`config.mk`:
```
export PLATFORM = sky130hd
export DESIGN_NAME = tile_map_renderer_flat
export DESIGN_NICKNAME = d
export VERILOG_FILES = /design/src/rtl/tile_map_renderer_pkg.sv /design/src/rtl/tile_map_renderer_if.sv /design/src/rtl/tile_map_ram.sv /design/src/rtl/tile_map_renderer.sv /design/src/flat_wrapper.sv
export SDC_FILE = /design/constraint.sdc
export NUM_CORES = 1
export LEC_CHECK = 0
export CAP_MARGIN = 5
export CELL_PAD_IN_SITES_DETAIL_PLACEMENT = 1
export CELL_PAD_IN_SITES_GLOBAL_PLACEMENT = 2
export CORE_MARGIN = 3
export CORE_UTILIZATION = 42
export DETAILED_ROUTE_END_ITERATION = 10
export DONT_BUFFER_PORTS = 1
export GPL_ROUTABILITY_DRIVEN = 1
export GPL_TIMING_DRIVEN = 0
export PLACE_DENSITY = 0.78
export SETUP_SLACK_MARGIN = 0.4
export SLEW_MARGIN = 10
export SYNTH_ARGS = -nofsm -noshare
export SYNTH_HDL_FRONTEND = slang
export SYNTH_SLANG_ARGS = --single-unit
```
`constraint.sdc`:
```
create_clock -name clk -period 13.95 [get_ports clk]
set_clock_uncertainty 0.1 [all_clocks]
set_input_delay 2.0925 -clock clk [delete_from_list [all_inputs] [get_ports clk]]
set_output_delay 2.0925 -clock clk [all_outputs]
set_load 0.005 [all_outputs]
```
`src/rtl/tile_map_renderer_pkg.sv`:
```
// Shared types and atlas tables for the tile-map background renderer.
// Tile types index a fixed atlas of 32x32 texel tiles held in the sprite ROM.
package tile_map_renderer_pkg;

    typedef enum logic [1:0] {
        ROAD  = 2'd0,
        WALL  = 2'd1,
        BRICK = 2'd2,
        WATER = 2'd3
    } tile_t;

    typedef enum logic [0:0] {
        ST_INIT  = 1'b0,
        ST_READY = 1'b1
    } fsm_state_t;

    // ROM colour that marks a texel as see-through
    localparam logic [11:0] TRANSP_KEY_DEF = 12'h00F;

    // Atlas tile column holding the artwork of each tile type
    function automatic logic [2:0] atlas_col(input tile_t t);
        case (t)
            ROAD:    atlas_col = 3'd7;
            WALL:    atlas_col = 3'd0;
            BRICK:   atlas_col = 3'd1;
            WATER:   atlas_col = 3'd4;
            default: atlas_col = 3'd0;
        endcase
    endfunction

    // Atlas tile row holding the artwork of each tile type
    function automatic logic [2:0] atlas_row(input tile_t t);
        case (t)
            ROAD:    atlas_row = 3'd1;
            WALL:    atlas_row = 3'd2;
            BRICK:   atlas_row = 3'd2;
            WATER:   atlas_row = 3'd1;
            default: atlas_row = 3'd2;
        endcase
    endfunction

endpackage

```
`src/rtl/tile_map_renderer_if.sv`:
```
// Map-write handshake and collision-query port of the tile-map renderer.
interface tile_map_renderer_if #(
    parameter int COL_W  = 4,
    parameter int ROW_W  = 4,
    parameter int TYPE_W = 2
);
    logic              wr_valid;
    logic              wr_ready;
    logic [COL_W-1:0]  wr_col;
    logic [ROW_W-1:0]  wr_row;
    logic [TYPE_W-1:0] wr_type;
    logic [COL_W-1:0]  q_col;
    logic [ROW_W-1:0]  q_row;
    logic [TYPE_W-1:0] q_type;

    modport master (
        output wr_valid, wr_col, wr_row, wr_type, q_col, q_row,
        input  wr_ready, q_type
    );

    modport slave (
        input  wr_valid, wr_col, wr_row, wr_type, q_col, q_row,
        output wr_ready, q_type
    );
endinterface

```
`src/rtl/tile_map_ram.sv`:
```
// Tile map storage: one write port, two registered read ports (render, query).
// Reads sample the array before the same-edge write lands, so a
// simultaneous read of the written cell returns the old type.
module tile_map_ram #(
    parameter int                 DEPTH   = 256,
    parameter int                 ADDR_W  = 8,
    parameter int                 DATA_W  = 2,
    parameter logic [DATA_W-1:0]  OOB_VAL = '0
) (
    input  logic              clk,
    input  logic              rst_n,
    input  logic              we,
    input  logic [ADDR_W-1:0] waddr,
    input  logic [DATA_W-1:0] wdata,
    input  logic [ADDR_W-1:0] ra_addr,
    output logic [DATA_W-1:0] ra_data,
    input  logic              qb_oob,
    input  logic [ADDR_W-1:0] qb_addr,
    output logic [DATA_W-1:0] qb_data
);
    logic [DATA_W-1:0] mem_r [DEPTH];

    // Array write; contents are not reset, the init sweep defines them
    always_ff @(posedge clk) begin
        if (we) begin
            mem_r[waddr] <= wdata;
        end
    end

    // Registered read ports; an out-of-map query answers OOB_VAL
    always_ff @(posedge clk or negedge rst_n) begin
        if (!rst_n) begin
            ra_data <= '0;
            qb_data <= '0;
        end else begin
            ra_data <= mem_r[ra_addr];
            qb_data <= qb_oob ? OOB_VAL : mem_r[qb_addr];
        end
    end
endmodule

```
`src/rtl/tile_map_renderer.sv`:
```
// Tile-map background renderer: scan position -> map cell -> atlas texel
// address -> coloured pixel with transparency, fixed 3-stage latency.
// Also owns the map init/reload sweep, runtime map writes and the
// collision query port.
module tile_map_renderer
    import tile_map_renderer_pkg::*;
#(
    parameter int                 TILE_LOG2  = 5,
    parameter int                 MAP_COLS   = 16,
    parameter int                 MAP_ROWS   = 16,
    parameter int                 TYPE_W     = 2,
    parameter int                 COORD_W    = 10,
    parameter int                 COLOR_W    = 12,
    parameter logic [COLOR_W-1:0] TRANSP_KEY = TRANSP_KEY_DEF
) (
    input  logic               clk,
    input  logic               rst_n,
    input  logic               video_on,
    input  logic [COORD_W-1:0] x,
    input  logic [COORD_W-1:0] y,
    output logic [COORD_W-1:0] rom_x,
    output logic [COORD_W-1:0] rom_y,
    input  logic [COLOR_W-1:0] rom_data,
    output logic               pixel_on,
    output logic [COLOR_W-1:0] color,
    input  logic               reload,
    output logic               init_done,
    tile_map_renderer_if.slave bus
);
    localparam int CELLS = MAP_COLS * MAP_ROWS;
    localparam int IDX_W = $clog2(CELLS);
    localparam int COL_W = $clog2(MAP_COLS);
    localparam int ROW_W = $clog2(MAP_ROWS);
    localparam logic [COORD_W-1:0] X_LIM   = COORD_W'(MAP_COLS << TILE_LOG2);
    localparam logic [COORD_W-1:0] Y_LIM   = COORD_W'(MAP_ROWS << TILE_LOG2);
    localparam logic [COL_W:0]     COL_LIM = (COL_W+1)'(MAP_COLS);
    localparam logic [ROW_W:0]     ROW_LIM = (ROW_W+1)'(MAP_ROWS);
    localparam logic [COL_W-1:0]   COL_MAX = COL_W'(MAP_COLS - 1);
    localparam logic [ROW_W-1:0]   ROW_MAX = ROW_W'(MAP_ROWS - 1);

    function automatic logic [IDX_W-1:0] cell_idx(input logic [COL_W-1:0] c,
                                                  input logic [ROW_W-1:0] r);
        return IDX_W'(r) * IDX_W'(MAP_COLS) + IDX_W'(c);
    endfunction

    fsm_state_t         state_r;
    logic [COL_W-1:0]   init_col_r;
    logic [ROW_W-1:0]   init_row_r;
    logic               init_done_r;
    logic               wr_ready_r;

    logic               init_last_s;
    logic               init_border_s;
    logic               wr_in_range_s;
    logic               q_oob_s;
    logic [IDX_W-1:0]   q_addr_s;
    logic               ram_we_s;
    logic [IDX_W-1:0]   ram_waddr_s;
    logic [TYPE_W-1:0]  ram_wdata_s;
    logic               in_map_s;
    logic [IDX_W-1:0]   render_addr_s;
    logic [TYPE_W-1:0]  render_type_s;
    logic [TYPE_W-1:0]  q_type_s;

    logic [TILE_LOG2-1:0] off_x_r;
    logic [TILE_LOG2-1:0] off_y_r;
    logic               in1_r, vid1_r, in2_r, vid2_r, in3_r, vid3_r;
    logic [COORD_W-1:0] rom_x_s, rom_y_s, rom_x_r, rom_y_r;
    logic               opaque_s;
    logic               pixel_on_r;
    logic [COLOR_W-1:0] color_r;

    assign init_last_s   = (init_col_r == COL_MAX) && (init_row_r == ROW_MAX);
    assign init_border_s = (init_col_r == COL_W'(0)) || (init_col_r == COL_MAX) ||
                           (init_row_r == ROW_W'(0)) || (init_row_r == ROW_MAX);
    assign wr_in_range_s = ({1'b0, bus.wr_col} < COL_LIM) && ({1'b0, bus.wr_row} < ROW_LIM);
    assign q_oob_s       = ({1'b0, bus.q_col} >= COL_LIM) || ({1'b0, bus.q_row} >= ROW_LIM);
    assign q_addr_s      = q_oob_s ? '0 : cell_idx(bus.q_col, bus.q_row);
    assign in_map_s      = (x < X_LIM) && (y < Y_LIM);
    assign render_addr_s = in_map_s ? cell_idx(x[TILE_LOG2 +: COL_W], y[TILE_LOG2 +: ROW_W]) : '0;

    // Map write source: the init sweep owns the port, otherwise accepted writes
    always_comb begin
        ram_we_s    = 1'b0;
        ram_waddr_s = '0;
        ram_wdata_s = '0;
        if (state_r == ST_INIT) begin
            ram_we_s    = 1'b1;
            ram_waddr_s = cell_idx(init_col_r, init_row_r);
            ram_wdata_s = init_border_s ? TYPE_W'(WALL) : TYPE_W'(ROAD);
        end else if (bus.wr_valid && wr_ready_r && wr_in_range_s) begin
            ram_we_s    = 1'b1;
            ram_waddr_s = cell_idx(bus.wr_col, bus.wr_row);
            ram_wdata_s = bus.wr_type;
        end else begin
            ram_we_s    = 1'b0;
        end
    end

    tile_map_ram #(
        .DEPTH   (CELLS),
        .ADDR_W  (IDX_W),
        .DATA_W  (TYPE_W),
        .OOB_VAL (TYPE_W'(WALL))
    ) u_ram (
        .clk     (clk),
        .rst_n   (rst_n),
        .we      (ram_we_s),
        .waddr   (ram_waddr_s),
        .wdata   (ram_wdata_s),
        .ra_addr (render_addr_s),
        .ra_data (render_type_s),
        .qb_oob  (q_oob_s),
        .qb_addr (q_addr_s),
        .qb_data (q_type_s)
    );

    // Init/reload sweep and write-port availability
    always_ff @(posedge clk or negedge rst_n) begin
        if (!rst_n) begin
            state_r     <= ST_INIT;
            init_col_r  <= '0;
            init_row_r  <= '0;
            init_done_r <= 1'b0;
            wr_ready_r  <= 1'b0;
        end else begin
            case (state_r)
                ST_INIT: begin
                    if (reload) begin
                        init_col_r <= '0;
                        init_row_r <= '0;
                    end else if (init_last_s) begin
                        state_r     <= ST_READY;
                        init_done_r <= 1'b1;
                        wr_ready_r  <= 1'b1;
                        init_col_r  <= '0;
                        init_row_r  <= '0;
                    end else if (init_col_r == COL_MAX) begin
                        init_col_r <= '0;
                        init_row_r <= init_row_r + ROW_W'(1);
                    end else begin
                        init_col_r <= init_col_r + COL_W'(1);
                    end
                end
                ST_READY: begin
                    if (reload) begin
                        state_r     <= ST_INIT;
                        init_done_r <= 1'b0;
                        wr_ready_r  <= 1'b0;
                        init_col_r  <= '0;
                        init_row_r  <= '0;
                    end
                end
                default: begin
                    state_r     <= ST_INIT;
                    init_done_r <= 1'b0;
                    wr_ready_r  <= 1'b0;
                    init_col_r  <= '0;
                    init_row_r  <= '0;
                end
            endcase
        end
    end

    // Atlas texel address from the looked-up tile type; zero outside the map
    always_comb begin
        rom_x_s = '0;
        rom_y_s = '0;
        if (in1_r) begin
            rom_x_s = (COORD_W'(atlas_col(tile_t'(render_type_s))) << TILE_LOG2) + COORD_W'(off_x_r);
            rom_y_s = (COORD_W'(atlas_row(tile_t'(render_type_s))) << TILE_LOG2) + COORD_W'(off_y_r);
        end else begin
            rom_x_s = '0;
            rom_y_s = '0;
        end
    end

    assign opaque_s = vid3_r && in3_r && (rom_data != TRANSP_KEY) && (state_r == ST_READY);

    // Render pipeline: sample, ROM address, ROM wait, colour out
    always_ff @(posedge clk or negedge rst_n) begin
        if (!rst_n) begin
            off_x_r    <= '0;
            off_y_r    <= '0;
            in1_r      <= 1'b0;
            vid1_r     <= 1'b0;
            rom_x_r    <= '0;
            rom_y_r    <= '0;
            in2_r      <= 1'b0;
            vid2_r     <= 1'b0;
            in3_r      <= 1'b0;
            vid3_r     <= 1'b0;
            pixel_on_r <= 1'b0;
            color_r    <= '0;
        end else begin
            off_x_r    <= x[TILE_LOG2-1:0];
            off_y_r    <= y[TILE_LOG2-1:0];
            in1_r      <= in_map_s;
            vid1_r     <= video_on;
            rom_x_r    <= rom_x_s;
            rom_y_r    <= rom_y_s;
            in2_r      <= in1_r;
            vid2_r     <= vid1_r;
            in3_r      <= in2_r;
            vid3_r     <= vid2_r;
            pixel_on_r <= opaque_s;
            color_r    <= opaque_s ? rom_data : '0;
        end
    end

    assign rom_x        = rom_x_r;
    assign rom_y        = rom_y_r;
    assign pixel_on     = pixel_on_r;
    assign color        = color_r;
    assign init_done    = init_done_r;
    assign bus.wr_ready = wr_ready_r;
    assign bus.q_type   = q_type_s;
endmodule

```
`src/flat_wrapper.sv`:
```
// flat-port wrapper written by rule: the top's interface ports become plain ports
module tile_map_renderer_flat import tile_map_renderer_pkg::*;
#(
    parameter int                 TILE_LOG2  = 5,
    parameter int                 MAP_COLS   = 16,
    parameter int                 MAP_ROWS   = 16,
    parameter int                 TYPE_W     = 2,
    parameter int                 COORD_W    = 10,
    parameter int                 COLOR_W    = 12,
    parameter logic [COLOR_W-1:0] TRANSP_KEY = TRANSP_KEY_DEF
)
  (clk, rst_n, video_on, x, y, rom_x, rom_y, rom_data, pixel_on, color, reload, init_done, bus_wr_valid, bus_wr_col, bus_wr_row, bus_wr_type, bus_q_col, bus_q_row, bus_wr_ready, bus_q_type);
  tile_map_renderer_if #(.COL_W(4), .ROW_W(4), .TYPE_W(TYPE_W)) bus_i ();
  input  logic clk;
  input  logic rst_n;
  input  logic video_on;
  input  logic [COORD_W-1:0] x;
  input  logic [COORD_W-1:0] y;
  output logic [COORD_W-1:0] rom_x;
  output logic [COORD_W-1:0] rom_y;
  input  logic [COLOR_W-1:0] rom_data;
  output logic pixel_on;
  output logic [COLOR_W-1:0] color;
  input  logic reload;
  output logic init_done;
  input wire logic [$bits(bus_i.wr_valid)-1:0] bus_wr_valid;
  input wire logic [$bits(bus_i.wr_col)-1:0] bus_wr_col;
  input wire logic [$bits(bus_i.wr_row)-1:0] bus_wr_row;
  input wire logic [$bits(bus_i.wr_type)-1:0] bus_wr_type;
  input wire logic [$bits(bus_i.q_col)-1:0] bus_q_col;
  input wire logic [$bits(bus_i.q_row)-1:0] bus_q_row;
  output wire logic [$bits(bus_i.wr_ready)-1:0] bus_wr_ready;
  output wire logic [$bits(bus_i.q_type)-1:0] bus_q_type;
  assign bus_i.wr_valid = bus_wr_valid;
  assign bus_i.wr_col = bus_wr_col;
  assign bus_i.wr_row = bus_wr_row;
  assign bus_i.wr_type = bus_wr_type;
  assign bus_i.q_col = bus_q_col;
  assign bus_i.q_row = bus_q_row;
  assign bus_wr_ready = bus_i.wr_ready;
  assign bus_q_type = bus_i.q_type;
  tile_map_renderer #(.TILE_LOG2(TILE_LOG2), .MAP_COLS(MAP_COLS), .MAP_ROWS(MAP_ROWS), .TYPE_W(TYPE_W), .COORD_W(COORD_W), .COLOR_W(COLOR_W), .TRANSP_KEY(TRANSP_KEY)) u_core (.clk(clk), .rst_n(rst_n), .video_on(video_on), .x(x), .y(y), .rom_x(rom_x), .rom_y(rom_y), .rom_data(rom_data), .pixel_on(pixel_on), .color(color), .reload(reload), .init_done(init_done), .bus(bus_i));
endmodule
```
==> results of run 1 <==
-- registers in the layout, indices dropped and copies added, names as in the netlist --
signal                count
u_core.u_ram.qb_data      2
u_core.init_done          1
u_core.u_ram.mem_r      512
u_core.off_x_r            5
u_core.vid1_r             1
u_core.in3_r              1
u_core.init_row_r         4
u_core.rom_y              7
u_core.vid2_r             1
u_core.vid3_r             1
u_core.pixel_on           1
u_core.off_y_r            5
u_core.rom_x              7
u_core.u_ram.ra_data      2
u_core.state_r            1
u_core.in2_r              1
u_core.in1_r              1
u_core.color             12
u_core.init_col_r         4
-- per-stage QoR --
step / TNS [ps] / instances
2_1_floorplan: 0 / 2060
3_3_place_gp: -2803890 / 2915
3_5_place_dp: 0 / 2928
4_1_cts: 0 / 3040
5_1_grt: 0 / 3040
6_report: 0 / 3043
-- worst max path at each step --
| stage | slack [ps] | from | cells after the start | to |
|---|---|---|---|---|
| after global routing | 8270 | bus_q_col[1] | 8 | u_core.u_ram.qb_data[0] |
| final | 8130 | bus_q_col[1] | 9 | u_core.u_ram.qb_data[0] |
| after CTS | 8260 | bus_q_col[1] | 9 | u_core.u_ram.qb_data[1] |
| after detailed placement | 7590 | bus_q_col[1] | 9 | u_core.u_ram.qb_data[1] |
| after global placement | -10980 | u_core.init_col_r[0] | 5 | u_core.u_ram.mem_r[172][0] |
| after floorplan | 860 | u_core.init_col_r[0] | 5 | u_core.u_ram.mem_r[0][0] |
-- critical path, cell delays in order --
cell	delay (ps)
buf_2	280
buf_2	380
buf_1	1100
mux4_2	440
a22oi_1	180
a21oi_1	190
nor4_1	890
nor2_1	120
or4_1	540
-- layout make-up --
type,count,area share
Tap cell,855,0.03404
Sequential cell,569,0.5347
Timing Repair Buffer,13,0.008043
Buffer,179,0.02895
Clock buffer,73,0.05196
Clock inverter,39,0.01597
Multi-Input combinational cell,1289,0.3234
Inverter,23,0.002747
Antenna cell,3,0.0002389
-- power by group through the flow --
stage,clock [uW],sequential [uW],combinational (uW)
floorplan,0,1880,162
global placement,0,1880,295
detailed placement,0,1880,296
CTS,1760,1840,298
global route,1830,1840,312
finish,1760,1840,315
-- cell families (layout without fill, tap and decap cells) --
| logic type | after synthesis | in the layout | synth area share |
|---|---|---|---|
| fa+ha+maj | 5 | 5 | 0.002241 |
| simple gates | 578 | 578 | 0.09279 |
| other cells | 1 | 8 | 0.0001344 |
| flops | 569 | 569 | 0.6019 |
| buf+inv | 202 | 327 | 0.03546 |
| compound gates | 423 | 423 | 0.1058 |
| xor+xnor | 2 | 2 | 0.0006277 |
| mux | 276 | 276 | 0.1610 |
-- per-layer routing --
| layer | track usage | share of wire |
|---|---|---|
| met5 | 0 | 0.0013 |
| met4 | 0.2078 | 0.071 |
| met2 | 0.5187 | 0.43 |
| met1 | 0.4506 | 0.36 |
| met3 | 0.1250 | 0.14 |
-- cells in the final DEF (no fill, tap or decap), drive strengths merged, types with 5 or more instances in the layout --
| cell | n |
|---|---|
| edfxtp | 512 |
| nor2 | 334 |
| clkbuf | 167 |
| mux4 | 135 |
| mux2i | 108 |
| buf | 98 |
| a21oi | 91 |
| nand2 | 86 |
| a22oi | 61 |
| dfrtp | 57 |
| o21ai | 46 |
| o22ai | 44 |
| o221ai | 33 |
| mux2 | 33 |
| and2 | 33 |
| nor3 | 31 |
| inv | 26 |
| a211oi | 20 |
| clkinv | 20 |
| a31oi | 16 |
| a221oi | 16 |
| nand3 | 14 |
| o22a | 14 |
| nor4 | 13 |
| a2bb2oi | 12 |
| nor2b | 11 |
| bufinv | 11 |
| o2111ai | 10 |
| nand2b | 9 |
| o211ai | 9 |
| or3 | 9 |
| a22o | 8 |
| and3 | 8 |
| nor3b | 7 |
| or4 | 6 |
| o31ai | 5 |
| a32o | 5 |
| ha | 5 |
| conb | 5 |
| clkinvlp | 5 |
==> metrics.txt, run 1 <==
# TYPE chip_impl_metric gauge
chip_impl_info{name="run_status",value="complete, no violations"} 1
chip_impl_metric{name="slew-limit-headroom",unit=""} 0.02962
chip_impl_info{name="worstHoldEndpoint",value="u_core.vid2_r"} 1
chip_impl_info{name="cell_type_with_the_highest_aggregate_area_in_the_netlist",value="edfxtp_1"} 1
chip_impl_metric{name="nets",unit=""} 2194
chip_impl_info{name="synthTopCellsByCount",value="512 x edfxtp_1, 334 x nor2_1, 135 x mux4_2, 108 x mux2i_1, 94 x clkbuf_1"} 1
chip_impl_info{name="rsz0062_at_grt",value="no"} 1
chip_impl_metric{name="finalWorstPathRequiredPeriod",unit="ps"} 5817
chip_impl_metric{name="dpl.hpwl",unit="mm"} 86.36
chip_impl_metric{name="wire_length_of_the_first_global_routing_pass",unit="mm"} 171.9
chip_impl_metric{name="sw_share",unit=""} 0.2433
chip_impl_metric{name="num_rows",unit=""} 93
chip_impl_metric{name="remaining_drc_errors",unit=""} 0
chip_impl_metric{name="globalRouteTotalUtil",unit=""} 0.3525
chip_impl_metric{name="placed_area",unit="mm2"} 0.02928
chip_impl_metric{name="share_seq_of_total_power",unit=""} 0.471
chip_impl_info{name="worst_flop_to_flop_path_endpoint",value="u_core.u_ram.mem_r[162][1]"} 1
chip_impl_metric{name="design.portCount",unit=""} 92
chip_impl_metric{name="drt_pass1_iterations",unit=""} 7
chip_impl_metric{name="routedWlPerCell",unit="um"} 41.01
chip_impl_info{name="startpoint_type",value="primary input"} 1
chip_impl_info{name="reg2reg_launch_point",value="u_core.state_r"} 1
chip_impl_metric{name="cts-resized-gates",unit=""} 0
chip_impl_metric{name="fin_worst_hold_slack",unit="ps"} 262.4
chip_impl_metric{name="timing_hold_violations_final",unit=""} 0
chip_impl_metric{name="fin_total_pwr",unit="uW"} 3917
chip_impl_metric{name="power.density_cell_area",unit="mW/mm2"} 124.7
chip_impl_metric{name="register_bit_total_from_synthesis",unit=""} 569
chip_impl_metric{name="detailroute.via_count",unit=""} 21600
chip_impl_metric{name="switching_power",unit="uW"} 953.1
chip_impl_metric{name="cts_post_setup_buffers_inserted",unit=""} 0
chip_impl_info{name="setup.worst_path.class",value="in -> reg"} 1
chip_impl_metric{name="p_leak",unit="uW"} 0.01065
chip_impl_metric{name="grt_antenna_before_repair",unit=""} 4
chip_impl_metric{name="synth_area_per_cell",unit="um2"} 13.58
chip_impl_metric{name="synth-warning-count",unit=""} 0
chip_impl_metric{name="ff2ff_path_depth",unit=""} 7
chip_impl_metric{name="drive_gt1_frac",unit=""} 0.1762
chip_impl_metric{name="report.final.setup_viol",unit=""} 0
chip_impl_metric{name="dieWidth",unit="um"} 263.8
chip_impl_metric{name="worst-slew-pin-transition",unit="ps"} 1456
chip_impl_info{name="min-delay-path-class",value="reg -> reg"} 1
chip_impl_metric{name="seq_area_frac_synth",unit=""} 0.6019
chip_impl_metric{name="reg2reg_slack",unit="ps"} 10060
chip_impl_metric{name="cts-root-to-sink-buffers",unit=""} 3
chip_impl_metric{name="worst_ir_drop_vdd",unit="uV"} 98.04
chip_impl_metric{name="clock_latency",unit="ps"} 650
chip_impl_info{name="crit_path_end_kind",value="flop"} 1
chip_impl_metric{name="drt_first_iter_violations",unit=""} 3849
chip_impl_metric{name="seqCellArea",unit="mm2"} 0.01680
chip_impl_metric{name="post-route-period-util",unit=""} 0.4170
chip_impl_metric{name="start_util",unit=""} 0.4291
chip_impl_info{name="most_numerous_cell_in_the_yosys_netlist",value="edfxtp_1"} 1
chip_impl_metric{name="post_cts_hold_buffer_count",unit=""} 0
chip_impl_metric{name="htree_levels",unit=""} 2
chip_impl_metric{name="gpl.final_weighted_congestion",unit=""} 1.020
chip_impl_metric{name="cts_buffers",unit=""} 59
chip_impl_metric{name="placement.setup.worst_slack",unit="ps"} 7591
chip_impl_metric{name="timing_max_transition_violations_final",unit=""} 0
chip_impl_metric{name="multi_input_comb_area",unit="mm2"} 0.01016
chip_impl_info{name="tritoncts_clock_tree",value="built"} 1
chip_impl_metric{name="wl",unit="mm"} 124.8
chip_impl_info{name="clock_tree.root_cell",value="clkbuf_16"} 1
chip_impl_metric{name="p_clk_frac",unit=""} 0.449
chip_impl_metric{name="worst_setup_hold_path_clk_slew",unit="ps"} 60
chip_impl_metric{name="synth_edf_count",unit=""} 512
chip_impl_info{name="synth_flop_cell",value="edfxtp_1"} 1
chip_impl_metric{name="post_synth_inst_count",unit=""} 2056
chip_impl_metric{name="netlist_area",unit="mm2"} 0.02791
chip_impl_metric{name="power_frac_comb",unit=""} 0.080
chip_impl_metric{name="flow.area_growth_from_synthesis",unit="%"} 12.58
chip_impl_metric{name="asyncSetResetFlopFracSynth",unit=""} 0.1002
chip_impl_metric{name="setup_slack",unit="ps"} 8133
chip_impl_metric{name="ys_types",unit=""} 76
chip_impl_metric{name="grt_pass1_vias",unit=""} 22000
chip_impl_info{name="start_point_of_the_worst_min_delay_path",value="u_core.vid1_r"} 1
chip_impl_metric{name="timing.hold.worst_path_depth",unit=""} 0
chip_impl_metric{name="cap_viol_max_count",unit=""} 0
chip_impl_metric{name="cp_data_arrival_time",unit="ps"} 6250
chip_impl_metric{name="internal-power",unit="uW"} 2964
chip_impl_metric{name="critical_path_required",unit="ps"} 14390
chip_impl_metric{name="portBuffers",unit=""} 0
chip_impl_metric{name="maximum_number_of_pins_on_one_net_before_global_route_repair",unit=""} 75
chip_impl_metric{name="synth.top_cell.area_share",unit=""} 0.5508
chip_impl_metric{name="core_region_area",unit="mm2"} 0.06505
chip_impl_metric{name="floorplan.die_area",unit="mm2"} 0.06959
chip_impl_metric{name="stdcell_area",unit="mm2"} 0.03142
chip_impl_metric{name="fillers",unit=""} 6500
chip_impl_metric{name="utilization_after_layout",unit=""} 0.4831
chip_impl_metric{name="fmaxAchievable",unit="GHz"} 0.1719
chip_impl_metric{name="antenna_violating_nets_post_route",unit=""} 0
chip_impl_metric{name="avgViaCountPerCell",unit=""} 7.098
chip_impl_metric{name="tritoncts_num_sinks",unit=""} 569
chip_impl_metric{name="overflow_after_grt",unit=""} 0
chip_impl_metric{name="path_max_fanout",unit=""} 10
chip_impl_info{name="synth_top_cells_by_area",value="edfxtp_1 55%, mux4_2 11%, dfrtp_1 5.1%, nor2_1 4.5%, mux2i_1 3.9%"} 1
chip_impl_metric{name="chipHeight",unit="um"} 263.8
(Power assumes the default switching activity.)
==> inputs of run 2 (changes only) <==
==> constraint.sdc (replaced) <==
create_clock -name clk -period 5.1 [get_ports clk]
set_clock_uncertainty 0.1 [all_clocks]
set_input_delay 0.765 -clock clk [delete_from_list [all_inputs] [get_ports clk]]
set_output_delay 0.765 -clock clk [all_outputs]
set_load 0.005 [all_outputs]
==> run 2 against run 1 <==
Sequential share of layout area is 0.41 points lower. Register-to-register slack worse by 8700 ps. Routed wire length is 0.76% higher. Final cell count is 0.36% higher. Non-clock buffer count is 2 higher. Flip-flop and latch count stayed put. Critical path type unchanged. Critical endpoint unchanged. Worst setup slack worse by 7700 ps. Clock power grew to 2.8 times the previous value. Highest routed layer unchanged. Final area is 0.78% higher. Die area stayed put. Combinational power grew to 2.8 times the previous value. Via count is 0.10% lower.
==> metrics.txt, run 2 (same netlist as run 1, synthesis figures left out) <==
# TYPE chip_impl_metric gauge
chip_impl_info{name="run_status",value="complete, no violations"} 1
chip_impl_metric{name="placement.setup.worst_slack",unit="ps"} 115.2
chip_impl_info{name="final_cell_mix",value="512 x edfxtp_1, 334 x nor2_1, 135 x mux4_2, 108 x mux2i_1, 96 x clkbuf_1"} 1
chip_impl_metric{name="cts_buffers",unit=""} 66
chip_impl_metric{name="grt_pass1_vias",unit=""} 22130
chip_impl_metric{name="seqCellArea",unit="mm2"} 0.01680
chip_impl_metric{name="timing_hold_violations_final",unit=""} 0
chip_impl_metric{name="remaining_drc_errors",unit=""} 0
chip_impl_info{name="tritoncts_clock_tree",value="built"} 1
chip_impl_metric{name="nets",unit=""} 2203
chip_impl_metric{name="stdcell_area",unit="mm2"} 0.03167
chip_impl_metric{name="multi_input_comb_area",unit="mm2"} 0.01016
chip_impl_metric{name="worst_setup_hold_path_clk_slew",unit="ps"} 60
chip_impl_metric{name="placed_area",unit="mm2"} 0.02934
chip_impl_info{name="reg2reg_launch_point",value="u_core.state_r"} 1
chip_impl_metric{name="clock_latency",unit="ps"} 640
chip_impl_metric{name="floorplan.die_area",unit="mm2"} 0.06959
chip_impl_metric{name="setup_slack",unit="ps"} 420.2
chip_impl_metric{name="routedWlPerCell",unit="um"} 41.17
chip_impl_metric{name="worst_ir_drop_vdd",unit="uV"} 220.4
chip_impl_metric{name="maximum_number_of_pins_on_one_net_before_global_route_repair",unit=""} 84
chip_impl_metric{name="power.density_cell_area",unit="mW/mm2"} 345.4
chip_impl_metric{name="htree_levels",unit=""} 3
chip_impl_metric{name="overflow_after_grt",unit=""} 0
chip_impl_info{name="min-delay-path-class",value="in -> reg"} 1
chip_impl_metric{name="drt_pass1_iterations",unit=""} 6
chip_impl_metric{name="drt_first_iter_violations",unit=""} 3492
chip_impl_metric{name="start_util",unit=""} 0.4291
chip_impl_info{name="startpoint_type",value="primary input"} 1
chip_impl_metric{name="cts-root-to-sink-buffers",unit=""} 3
chip_impl_metric{name="gpl.final_weighted_congestion",unit=""} 1.004
chip_impl_info{name="crit_path_end_kind",value="flop"} 1
chip_impl_metric{name="dpl.hpwl",unit="mm"} 87.26
chip_impl_metric{name="antenna_violating_nets_post_route",unit=""} 0
chip_impl_metric{name="drive_gt1_frac",unit=""} 0.1790
chip_impl_metric{name="largest_register_ff_count",unit=""} 512
chip_impl_metric{name="cp_data_arrival_time",unit="ps"} 5070
chip_impl_metric{name="worst-slew-pin-transition",unit="ps"} 1432
chip_impl_metric{name="reg2reg_slack",unit="ps"} 1330
chip_impl_metric{name="design.portCount",unit=""} 92
chip_impl_info{name="start_point_of_the_worst_min_delay_path",value="x[2]"} 1
chip_impl_info{name="clock_tree.root_cell",value="clkbuf_16"} 1
chip_impl_info{name="mostFrequentLayoutCell",value="edfxtp_1"} 1
chip_impl_metric{name="tritoncts_num_sinks",unit=""} 569
chip_impl_metric{name="wire_length_of_the_first_global_routing_pass",unit="mm"} 173.8
chip_impl_metric{name="dieWidth",unit="um"} 263.8
chip_impl_info{name="rsz0062_at_grt",value="no"} 1
chip_impl_metric{name="cts-resized-gates",unit=""} 0
chip_impl_info{name="setup.worst_path.class",value="in -> reg"} 1
chip_impl_metric{name="fmaxAchievable",unit="GHz"} 0.2137
chip_impl_info{name="worst_setup_path_startpoint",value="bus_q_col[1]"} 1
chip_impl_metric{name="core_region_area",unit="mm2"} 0.06505
chip_impl_metric{name="finalWorstPathRequiredPeriod",unit="ps"} 4680
chip_impl_metric{name="timing_max_transition_violations_final",unit=""} 0
chip_impl_metric{name="avgViaCountPerCell",unit=""} 7.065
chip_impl_metric{name="detailroute.via_count",unit=""} 21580
chip_impl_metric{name="p_leak",unit="uW"} 0.01079
chip_impl_metric{name="slew-limit-headroom",unit=""} 0.04561
chip_impl_metric{name="chipHeight",unit="um"} 263.8
chip_impl_metric{name="num_rows",unit=""} 93
chip_impl_metric{name="globalRouteTotalUtil",unit=""} 0.3565
chip_impl_metric{name="path_max_fanout",unit=""} 10
chip_impl_metric{name="grt_antenna_before_repair",unit=""} 5
chip_impl_info{name="registers.top_by_ff_count",value="u_core.u_ram.mem_r"} 1
chip_impl_metric{name="portBuffers",unit=""} 0
chip_impl_metric{name="flow.area_growth_from_synthesis",unit="%"} 13.46
chip_impl_metric{name="report.final.setup_viol",unit=""} 0
chip_impl_metric{name="wl",unit="mm"} 125.7
chip_impl_metric{name="critical_path_required",unit="ps"} 5490
chip_impl_metric{name="post-route-period-util",unit=""} 0.9176
chip_impl_metric{name="fillers",unit=""} 6479
chip_impl_metric{name="cap_viol_max_count",unit=""} 0
-- run 2: layout make-up --
type / count / area share
sequential: 569 / 0.5305
multi-input combinational: 1289 / 0.3209
clock buffer: 88 / 0.05903
tap: 855 / 0.03378
buffer: 179 / 0.02896
clock inverter: 33 / 0.01233
timing repair buffer: 15 / 0.01150
inverter: 23 / 0.002726
antenna: 3 / 0.0002371
-- run 2: through the flow --
stage / utilization / cells / TNS, ps / power, uW / hold slack (ps)
floorplan: - / 2060 / 0 / 5582 / 231.2
global placement: 0.4460 / 2915 / -596410 / 5950 / 232.1
detailed placement: 0.4511 / 2927 / 0 / 5955 / 239.6
CTS: 0.4864 / 3050 / 0 / 10880 / 55.52
global route: 0.4867 / 3051 / 0 / 11130 / 54.36
finish: 0.4869 / 3054 / 0 / 10940 / 72.07
-- run 2: routing by layer --
layer	up-vias	share of wire	GRT usage
met5	-	0.00037	0
li1	8265	-	-
met2	1743	0.43	0.5273
met1	11090	0.36	0.4510
met3	472	0.13	0.1254
met4	8	0.072	0.2167
-- run 2: worst max-delay path, stage by stage --
cell and delay [ps]:
clkbuf_1 720, clkbuf_1 1120, mux4_2 460, a22oi_1 200
a21oi_1 220, nor4_1 870, nor2_1 150, or4_1 570
-- run 2: path summary, 6_finish.rpt --
kind                                                   end  depth (start not counted)
worst max-delay path               u_core.u_ram.qb_data[0]                          8
max in group asynchronous                  u_core.rom_y[2]                          2
min in group asynchronous                  u_core.color[4]                          2
worst min-delay path                     u_core.off_x_r[2]                          0
worst min register to register                u_core.in3_r                          0
worst max register to register  u_core.u_ram.mem_r[231][0]                          7
-- run 2: where the power goes --
part           internal [uW]  switching [uW]  leakage (uW)
Clock                   2960            2050       0.00111
Sequential              5030            11.6       0.00579
Combinational            248             632       0.00389
Total                   8240            2700        0.0108
-- run 2: timing repair --
action | 4_1_cts | 5_1_grt
hold buffers | 2 | 0
endpoints found under the hold margin | 57 | 0
setup endpoints to repair | 0 | 0
buffers inserted | 0 | 0
==> inputs of run 3 (changes only) <==
--- a/config.mk
+++ b/config.mk
@@ -10,6 +10,7 @@
 export CELL_PAD_IN_SITES_GLOBAL_PLACEMENT = 2
 export CORE_MARGIN = 3
 export CORE_UTILIZATION = 42
+export CTS_CLUSTER_SIZE = 25
 export DETAILED_ROUTE_END_ITERATION = 10
 export DONT_BUFFER_PORTS = 1
 export GPL_ROUTABILITY_DRIVEN = 1
==> run 3 against run 2 <==
The run now ends with max-capacitance violations, max-slew violations left. Critical path depth is 1 higher. Clock power is 1% higher. Sequential power hardly changed. Via count is 0.45% higher. Largest power group is now the clock network.
==> metrics.txt, run 3 (same netlist as run 1, synthesis figures left out) <==
# TYPE chip_impl_metric gauge
chip_impl_info{name="setup.worst_path.class",value="in -> reg"} 1
chip_impl_info{name="rsz0062_at_grt",value="no"} 1
chip_impl_info{name="mostFrequentLayoutCell",value="edfxtp_1"} 1
chip_impl_metric{name="timing_hold_violations_final",unit=""} 0
chip_impl_metric{name="cts_post_setup_buffers_inserted",unit=""} 0
chip_impl_metric{name="fillers",unit=""} 6474
chip_impl_metric{name="path_max_fanout",unit=""} 10
chip_impl_metric{name="report.final.setup_viol",unit=""} 0
chip_impl_metric{name="drive_gt1_frac",unit=""} 0.1790
chip_impl_metric{name="core_region_area",unit="mm2"} 0.06505
chip_impl_metric{name="worst-slew-pin-transition",unit="ps"} 1634
chip_impl_metric{name="detailroute.via_count",unit=""} 21680
chip_impl_metric{name="placed_area",unit="mm2"} 0.02934
chip_impl_metric{name="avgViaCountPerCell",unit=""} 7.100
chip_impl_metric{name="portBuffers",unit=""} 0
chip_impl_metric{name="dp.cells",unit=""} 2927
chip_impl_metric{name="power.density_cell_area",unit="mW/mm2"} 347.0
chip_impl_info{name="timing.critical_path.cells",value="buf_2 -> buf_2 -> buf_1 -> mux4_2 -> a22oi_1 -> a21oi_1 -> nor4_1 -> nor2_1 -> or4_1"} 1
chip_impl_metric{name="clock_latency",unit="ps"} 640
chip_impl_metric{name="flow.area_growth_from_synthesis",unit="%"} 13.52
chip_impl_metric{name="slew-limit-headroom",unit=""} -0.09959
chip_impl_metric{name="htree_levels",unit=""} 3
chip_impl_info{name="min-delay-path-class",value="in -> reg"} 1
chip_impl_info{name="startpoint_type",value="primary input"} 1
chip_impl_metric{name="design.portCount",unit=""} 92
chip_impl_info{name="run_status",value="finished, violations left"} 1
chip_impl_metric{name="largest_register_ff_count",unit=""} 512
chip_impl_metric{name="num_rows",unit=""} 93
chip_impl_metric{name="drt_pass1_iterations",unit=""} 6
chip_impl_metric{name="overflow_after_grt",unit=""} 0
chip_impl_metric{name="tritoncts_num_sinks",unit=""} 569
chip_impl_info{name="crit_family",value="simple AND/OR/NAND/NOR gates"} 1
chip_impl_metric{name="post-route-period-util",unit=""} 0.9222
chip_impl_metric{name="sw_share",unit=""} 0.2459
chip_impl_metric{name="wire_length_of_the_first_global_routing_pass",unit="mm"} 174.1
chip_impl_metric{name="p_leak",unit="uW"} 0.01080
chip_impl_metric{name="dieWidth",unit="um"} 263.8
chip_impl_metric{name="cap_viol_max_count",unit=""} 1
chip_impl_metric{name="globalRouteTotalUtil",unit=""} 0.3569
chip_impl_info{name="timing.critical_path.slowest_stage_cell",value="nor4_1"} 1
chip_impl_metric{name="start_util",unit=""} 0.4291
chip_impl_metric{name="grt_antenna_before_repair",unit=""} 6
chip_impl_metric{name="switching_power",unit="uW"} 2703
chip_impl_info{name="failed_checks",value="max-capacitance violations, max-slew violations"} 1
chip_impl_metric{name="internal-power",unit="uW"} 8291
chip_impl_metric{name="stdcell_area",unit="mm2"} 0.03168
chip_impl_metric{name="nets",unit=""} 2203
chip_impl_metric{name="power_frac_comb",unit=""} 0.080
chip_impl_metric{name="fin_total_pwr",unit="uW"} 10990
chip_impl_metric{name="seqCellArea",unit="mm2"} 0.01680
chip_impl_metric{name="critPathMaxStageDelay",unit="ps"} 1370
chip_impl_metric{name="crit_buf_inv",unit=""} 3
chip_impl_metric{name="remaining_drc_errors",unit=""} 0
chip_impl_metric{name="gpl.final_weighted_congestion",unit=""} 1.004
chip_impl_info{name="tritoncts_clock_tree",value="built"} 1
chip_impl_metric{name="cts_buffers",unit=""} 66
chip_impl_info{name="clock_tree.root_cell",value="clkbuf_16"} 1
chip_impl_metric{name="routedWlPerCell",unit="um"} 41.18
chip_impl_metric{name="fmaxAchievable",unit="GHz"} 0.2126
chip_impl_metric{name="critical_path_required",unit="ps"} 5490
chip_impl_metric{name="worst_ir_drop_vdd",unit="uV"} 215.6
chip_impl_metric{name="drt_first_iter_violations",unit=""} 3493
chip_impl_metric{name="grt_pass1_vias",unit=""} 22190
chip_impl_metric{name="antenna_violating_nets_post_route",unit=""} 0
chip_impl_metric{name="worst_setup_hold_path_clk_slew",unit="ps"} 60
chip_impl_metric{name="wl",unit="mm"} 125.7
chip_impl_info{name="registers.top_by_ff_count",value="u_core.u_ram.mem_r"} 1
chip_impl_info{name="crit_top_cell",value="buf_2"} 1
chip_impl_metric{name="p_clk_frac",unit=""} 0.461
chip_impl_metric{name="timing.setup.tns",unit="ps"} 0
chip_impl_info{name="final_cell_mix",value="512 x edfxtp_1, 334 x nor2_1, 135 x mux4_2, 108 x mux2i_1, 96 x clkbuf_1"} 1
chip_impl_metric{name="multi_input_comb_area",unit="mm2"} 0.01016
chip_impl_metric{name="finalWorstPathRequiredPeriod",unit="ps"} 4703
chip_impl_info{name="crit_path_end_kind",value="flop"} 1
chip_impl_metric{name="finish.cell_count_without_fillers",unit=""} 3053
chip_impl_metric{name="cp_data_arrival_time",unit="ps"} 5100
chip_impl_metric{name="floorplan.die_area",unit="mm2"} 0.06959
chip_impl_metric{name="chipHeight",unit="um"} 263.8
chip_impl_metric{name="maximum_number_of_pins_on_one_net_before_global_route_repair",unit=""} 84
chip_impl_metric{name="dpl.hpwl",unit="mm"} 87.26
chip_impl_metric{name="share_seq_of_total_power",unit=""} 0.459
chip_impl_metric{name="cts-root-to-sink-buffers",unit=""} 3
chip_impl_metric{name="timing_max_transition_violations_final",unit=""} 2
-- run 3: final timing paths --
path / start / to / slack, ps / cells past startpoint
max: bus_q_col[1] / u_core.u_ram.qb_data[1] / 400 / 9
min: x[2] / u_core.off_x_r[2] / 70 / 0
max reg2reg: u_core.state_r / u_core.u_ram.mem_r[231][0] / 1350 / 7
min reg2reg: u_core.vid1_r / u_core.vid2_r / 250 / 0
max in group asynchronous: rst_n / u_core.rom_y[2] / 4020 / 2
min in group asynchronous: rst_n / u_core.color[9] / 630 / 2
-- run 3: power by group through the flow --
stage          Combinational, uW  Sequential (uW)  Clock (uW)
2_1_floorplan                444             5140           0
3_3_place_gp                 809             5140           0
3_5_place_dp                 813             5140           0
4_1_cts                      830             5050        5060
5_1_grt                      875             5040        5260
6_report                     878             5040        5070
-- run 3: layout make-up --
type,count,share of cell area
Antenna cell,3,0.0002369
Buffer,179,0.02895
Sequential cell,569,0.5303
Clock buffer,88,0.05900
Timing Repair Buffer,15,0.01149
Tap cell,855,0.03376
Inverter,23,0.002725
Clock inverter,32,0.01303
Multi-Input combinational cell,1289,0.3205
-- run 3: metrics by stage --
stage	worst slack [ps]	utilization	hold slack, ps
2_1_floorplan	1164	-	231.2
3_3_place_gp	-1615	0.4460	232.1
3_5_place_dp	115.2	0.4511	239.6
4_1_cts	740.9	0.4867	54.26
5_1_grt	506.5	0.4870	55.37
6_report	396.9	0.4871	71.20
-- run 3: repair_timing --
| item | CTS | global route |
|---|---|---|
| gates resized for setup | 0 | 0 |
| hold buffers | 2 | 0 |
| hold endpoints to repair | 57 | 0 |
-- run 3: routing by layer --
metal,share of wire,GRT usage,vias up
met5,0.00030,0,-
met3,0.13,0.1191,463
met4,0.070,0.2127,6
met1,0.36,0.4552,11200
met2,0.44,0.5308,1751
li1,-,-,8256
